`src/rtl/ball_render_pkg.sv`:
```
// Shared types and constants for the ball render controller.
// Radius is stored at R_W_DEF bits inside ball_t.
package ball_render_pkg;

  localparam int NUM_BALLS_MAX = 4;
  localparam int COORD_W       = 10;
  localparam int R_W_DEF       = 6;

  typedef logic [1:0] ball_id_t;

  typedef struct packed {
    logic [COORD_W-1:0] x;
    logic [COORD_W-1:0] y;
    logic [R_W_DEF-1:0] r;
    logic               en;
  } ball_t;

endpackage

```
`src/rtl/ball_render_ctrl_ball_hit_test.sv`:
```
// One ball's hit test: stage 1 registers dx/dy/r^2/en, stage 2 squares and compares.
// The hit output is combinational from the stage-1 registers; the parent registers it.
module ball_hit_test
  import ball_render_pkg::*;
(
  input  logic               Clk,
  input  logic               Reset,
  input  ball_t              ball,
  input  logic [COORD_W-1:0] DrawX,
  input  logic [COORD_W-1:0] DrawY,
  output logic               hit
);

  localparam int D_W  = COORD_W + 1;
  localparam int D2_W = 2 * D_W;
  localparam int R2_W = 2 * R_W_DEF;

  logic signed [D_W-1:0]  dx_q;
  logic signed [D_W-1:0]  dy_q;
  logic        [R2_W-1:0] r2_q;
  logic                   en_q;

  // Ball parameters are captured with the pixel so a commit never affects it mid-flight.
  always_ff @(posedge Clk or posedge Reset) begin
    if (Reset) begin
      dx_q <= '0;
      dy_q <= '0;
      r2_q <= '0;
      en_q <= 1'b0;
    end else begin
      dx_q <= {1'b0, DrawX} - {1'b0, ball.x};
      dy_q <= {1'b0, DrawY} - {1'b0, ball.y};
      r2_q <= R2_W'(ball.r) * R2_W'(ball.r);
      en_q <= ball.en;
    end
  end

  logic [COORD_W-1:0] adx;
  logic [COORD_W-1:0] ady;
  logic [D2_W-1:0]    d2;

  always_comb begin
    adx = dx_q[D_W-1] ? COORD_W'(-dx_q) : dx_q[COORD_W-1:0];
    ady = dy_q[D_W-1] ? COORD_W'(-dy_q) : dy_q[COORD_W-1:0];
    d2  = D2_W'(adx) * D2_W'(adx) + D2_W'(ady) * D2_W'(ady);
    hit = en_q && (d2 <= D2_W'(r2_q));
  end

endmodule

```
`src/rtl/ball_render_ctrl.sv`:
```
// Double-buffered ball registers committed at frame_start, plus a 2-stage per-pixel
// hit pipeline reporting the lowest-ID ball hit and whether several balls overlap.
module ball_render_ctrl
  import ball_render_pkg::*;
#(
  parameter int NUM_BALLS = 4,
  parameter int R_W       = R_W_DEF
) (
  input  logic               Clk,
  input  logic               Reset,
  input  logic               frame_start,
  input  logic               upd_valid,
  output logic               upd_ready,
  input  logic [1:0]         upd_id,
  input  logic [COORD_W-1:0] upd_x,
  input  logic [COORD_W-1:0] upd_y,
  input  logic [R_W-1:0]     upd_r,
  input  logic               upd_en,
  input  logic               pix_valid,
  input  logic [COORD_W-1:0] DrawX,
  input  logic [COORD_W-1:0] DrawY,
  output logic               out_valid,
  output logic [COORD_W-1:0] DrawX_out,
  output logic [COORD_W-1:0] DrawY_out,
  output logic               is_ball,
  output ball_id_t           ballID,
  output logic               overlap
);

  ball_t shadow [NUM_BALLS];
  ball_t active [NUM_BALLS];

  // Writes are refused in the commit cycle so the committed set is unambiguous.
  assign upd_ready = !Reset && !frame_start;

  always_ff @(posedge Clk or posedge Reset) begin
    if (Reset) begin
      for (int i = 0; i < NUM_BALLS; i++) begin
        shadow[i] <= '0;
        active[i] <= '0;
      end
    end else begin
      if (upd_valid && upd_ready && ({1'b0, upd_id} < 3'(NUM_BALLS)))
        shadow[upd_id] <= '{x: upd_x, y: upd_y, r: R_W_DEF'(upd_r), en: upd_en};
      if (frame_start)
        active <= shadow;
    end
  end

  logic [NUM_BALLS-1:0] hit;

  for (genvar g = 0; g < NUM_BALLS; g++) begin : g_ball
    ball_hit_test u_hit (
      .Clk   (Clk),
      .Reset (Reset),
      .ball  (active[g]),
      .DrawX (DrawX),
      .DrawY (DrawY),
      .hit   (hit[g])
    );
  end

  ball_id_t win_id;
  logic     any_hit;
  logic [2:0] hit_cnt;

  always_comb begin
    win_id  = '0;
    any_hit = |hit;
    hit_cnt = '0;
    for (int i = NUM_BALLS - 1; i >= 0; i--)
      if (hit[i]) win_id = ball_id_t'(i);
    for (int i = 0; i < NUM_BALLS; i++)
      hit_cnt = hit_cnt + 3'(hit[i]);
  end

  logic               v1;
  logic [COORD_W-1:0] x1;
  logic [COORD_W-1:0] y1;

  always_ff @(posedge Clk or posedge Reset) begin
    if (Reset) begin
      v1        <= 1'b0;
      x1        <= '0;
      y1        <= '0;
      out_valid <= 1'b0;
      DrawX_out <= '0;
      DrawY_out <= '0;
      is_ball   <= 1'b0;
      ballID    <= '0;
      overlap   <= 1'b0;
    end else begin
      v1        <= pix_valid;
      x1        <= DrawX;
      y1        <= DrawY;
      out_valid <= v1;
      DrawX_out <= x1;
      DrawY_out <= y1;
      is_ball   <= v1 && any_hit;
      ballID    <= (v1 && any_hit) ? win_id : '0;
      overlap   <= v1 && (hit_cnt >= 3'd2);
    end
  end

endmodule

```
`config.mk`:
```
export PLATFORM = sky130hd
export DESIGN_NAME = ball_render_ctrl
export DESIGN_NICKNAME = d
export VERILOG_FILES = /design/src/rtl/ball_render_pkg.sv /design/src/rtl/ball_render_ctrl_ball_hit_test.sv /design/src/rtl/ball_render_ctrl.sv
export SDC_FILE = /design/constraint.sdc
export NUM_CORES = 2
export LEC_CHECK = 0
export ABC_AREA = 1
export CORE_MARGIN = 1
export CORE_UTILIZATION = 45
export CTS_CLUSTER_DIAMETER = 40
export CTS_CLUSTER_SIZE = 14
export DETAILED_ROUTE_END_ITERATION = 10
export GPL_ROUTABILITY_DRIVEN = 0
export PLACE_DENSITY_LB_ADDON = 0.08
export SLEW_MARGIN = 10
export SYNTH_ARGS = -nofsm -noshare
export SYNTH_HDL_FRONTEND = slang
export SYNTH_SLANG_ARGS = --single-unit
export TNS_END_PERCENT = 50
```
`constraint.sdc`:
```
create_clock -name Clk -period 31.7 [get_ports Clk]
set_clock_uncertainty 0.15 [all_clocks]
set_input_delay 6.34 -clock Clk [delete_from_list [all_inputs] [get_ports Clk]]
set_output_delay 6.34 -clock Clk [all_outputs]
set_load 0.005 [all_outputs]
```
==> qor.yml <==
detailed_routing:
  wl_um: 102000
  avgViaCountPerCell: 4.74
  firstDrtPassIters: 5
  via_count: 31654
  routedWlPerCell_um: 15.2
  drt_iter0_drc: 1674
  drc: 0
  ant_nets: 0
yosys:
  synth_top_area_share_pct: 25.3
  synth-seq-cells: 398
  netlist_area_mm2: 0.0446
  syn_avg_cell_area_um2: 8.49
  syn_inst: 5248
  synth_area_leaders: "fa_1, dfrtp_1, ha_1"
  synth_area_leader_cell: "fa_1"
  syn_nets: 6392
  synth_cell_type_count: 52
  synth-edff-count: 0
  ys.warnings.count: 0
  ys.flop_type: "dfrtp_1"
  yosysSeqAreaShare_pct: 22.4
  async_flop_share_pct: 100
global_route:
  antenna_found_initial: 6
  grt-ovfl-total: 0
  grt_usage_pct: 21.1
  grt_pass1_wl_um: 167000
  grt_pass1_vias: 32036
  grt_max_degree: 106
floorplan:
  fp-row-count: 115
  core_area_mm2: 0.0983
  io_pins: 80
  start_util_pct: 45.3
  dieArea_mm2: 0.100
  dieWidth_um: 317
  die_h_um: 317
cells_and_area:
  area_growth_pct: 9.87
  multi_input_area_mm2: 0.0292
  regArea_mm2: 0.00996
  finalNetCount: 6481
  drive_gt1_share_pct: 4.84
  fillers: 9609
sta:
  finalHoldViolCount: 0
  max_freq_ghz: 0.0713
  min_period_ps: 14020
  tightest_slew_ps: 1070
  finalSetupTns_ps: 0
  rsz0062_at_grt: "false"
  slew_viol_final: 0
  fin_crit_sh_pct: 44.2
  slew_headroom_pct: 28.5
  finalSetupViolCount: 0
  setup_slack_ps: 17680
  holdWs_ps: 180
critical_path:
  timing.rr.start: "g_ball[1].u_hit.dx_q[0]"
  reg2reg_depth: 38
  r2r_setup_slack_ps: 22040
  crit_chain: "clkdlybuf4s50_1 > nor2_1 > clkdlybuf4s50_1"
  cp_slowest_stage_delay_ps: 520
  cp.arrival_ps: 7530
  cp-end-kind: "primary output"
  cp_common_cell: "clkdlybuf4s50_1"
  reg2reg_to: "overlap"
  crit_type: "in2out"
  crit_path_start_kind: "primary input"
  crit_path_top_delay_cell: "clkdlybuf4s50_1"
  cp_max_fo: 3
  cp.required_ps: 25210
worst_hold_path:
  whs_path_depth: 0
  min_from: "x1[8]"
  min_to: "DrawX_out[8]"
  hold_path.class: "reg2reg"
clocking:
  cts.sinks: 398
  post_cts_buffers: 0
  clockBufferDepth: 3
  root_buffer: "clkbuf_16"
  cts_tree: "yes"
  cts_buffers: 61
  clock_latency_ps: 640
  cts_resized: 0
  htreeDepth: 2
  clk_pin_slew_ps: 50
  hold_buffers: 0
job:
  maxCapViolCount: 0
placement:
  dpl_worst_slack_ps: 17680
  dp_hpwl_um: 85300
  port_buffers: 79
run_status:
  status: "finished, final reports clean"
[cell usage after synthesis (12+ instances only)]
library cell	number
inv_1	1355
nand2_1	958
fa_1	563
ha_1	527
dfrtp_1	398
nor2_1	336
o21ai_0	290
a21oi_1	155
xor2_1	118
nand3_1	108
xnor2_1	58
clkbuf_1	53
nor3_1	41
nand3b_1	32
nand2_2	29
or2_2	24
inv_2	22
nand4_1	20
o21ai_1	17
a21o_1	16
mux2_2	16
o21bai_1	16
nor3_2	12
[stage by stage]
stage	instances	area, µm²	util (%)
2_1_floorplan	5248	44600	-
3_3_place_gp	6561	46800	47.6
3_5_place_dp	6561	46800	47.6
4_1_cts	6674	48900	49.8
5_1_grt	6674	48900	49.8
6_report	6676	48900	49.8
[layout make-up]
class | count | share of cell area, %
antenna | 2 | 0.0102
clock buffer | 68 | 3.30
clock inverter | 45 | 1.08
inverter | 1382 | 10.6
multi-input combinational | 3408 | 59.6
sequential | 398 | 20.3
tap | 1287 | 3.29
timing repair buffer | 86 | 1.73
[flip-flops by register name, summed over array words and instances (netlist names)]
register / count
is_ball: 1
y1: 10
g_ball.u_hit.r2_q: 44
g_ball.u_hit.dy_q: 44
DrawY_out: 10
overlap: 1
shadow: 108
x1: 10
DrawX_out: 10
v1: 1
g_ball.u_hit.en_q: 4
active: 108
g_ball.u_hit.dx_q: 44
out_valid: 1
ballID: 2
[layer usage]
metal / vias to the layer above / global-route usage, % / share of wire (%) / routed length, µm
met5: - / 0 / 0.011 / 11
met1: 15142 / 32.4 / 52 / 52600
met2: 440 / 32.4 / 43 / 44100
met3: 95 / 2.41 / 3.4 / 3410
met4: 2 / 3.61 / 1.4 / 1420
li1: 15975 / - / - / -
[how the worst max path moves through the flow]
| stage | startpoint | endpoint | slack, ps | cells after the start |
|---|---|---|---|---|
| 3_3_place_gp | Reset | upd_ready | 17660 | 3 |
| 3_5_place_dp | Reset | upd_ready | 17680 | 3 |
| 2_1_floorplan | Reset | DrawX_out[0] | 14140 | 1 |
| 5_1_grt | Reset | upd_ready | 17630 | 3 |
| 6_report | Reset | upd_ready | 17680 | 3 |
| 4_1_cts | Reset | upd_ready | 17660 | 3 |
[critical path: cells and delay by family]
family,cells,cell delay [ps]
buf+inv,2,1040
simple gates,1,150
[kinds of logic after synthesis]
family | count (synthesis) | share of synthesized area [%]
AND/OR/NAND/NOR | 1595 | 15.1
AO/OA/AOI/OAI | 527 | 6.34
buffers and inverters | 1442 | 12.2
XOR/XNOR | 178 | 3.53
adder cells (fa/ha/maj) | 1090 | 40.1
flip-flops | 398 | 22.4
multiplexers | 18 | 0.449
[layout by cell type, fill, tap and decap left out, types with 17 or more instances in the layout]
master | Yosys | routed
o21ai_1 | 17 | 17
xor2_1 | 118 | 118
fa_1 | 563 | 563
clkdlybuf4s50_1 | 0 | 78
clkbuf_16 | 0 | 62
inv_1 | 1355 | 1354
nor2_1 | 336 | 336
or2_2 | 24 | 24
o21ai_0 | 290 | 290
nand3b_1 | 32 | 32
nand2_2 | 29 | 31
a21oi_1 | 155 | 155
nand4_1 | 20 | 20
inv_2 | 22 | 22
xnor2_1 | 58 | 58
nand2_1 | 958 | 956
nand3_1 | 108 | 106
ha_1 | 527 | 527
nor3_1 | 41 | 41
dfrtp_1 | 398 | 398
Power is left out: the tool's default activity adds up to more than one toggle a clock period on the data nets, which glitch-free logic cannot reach.
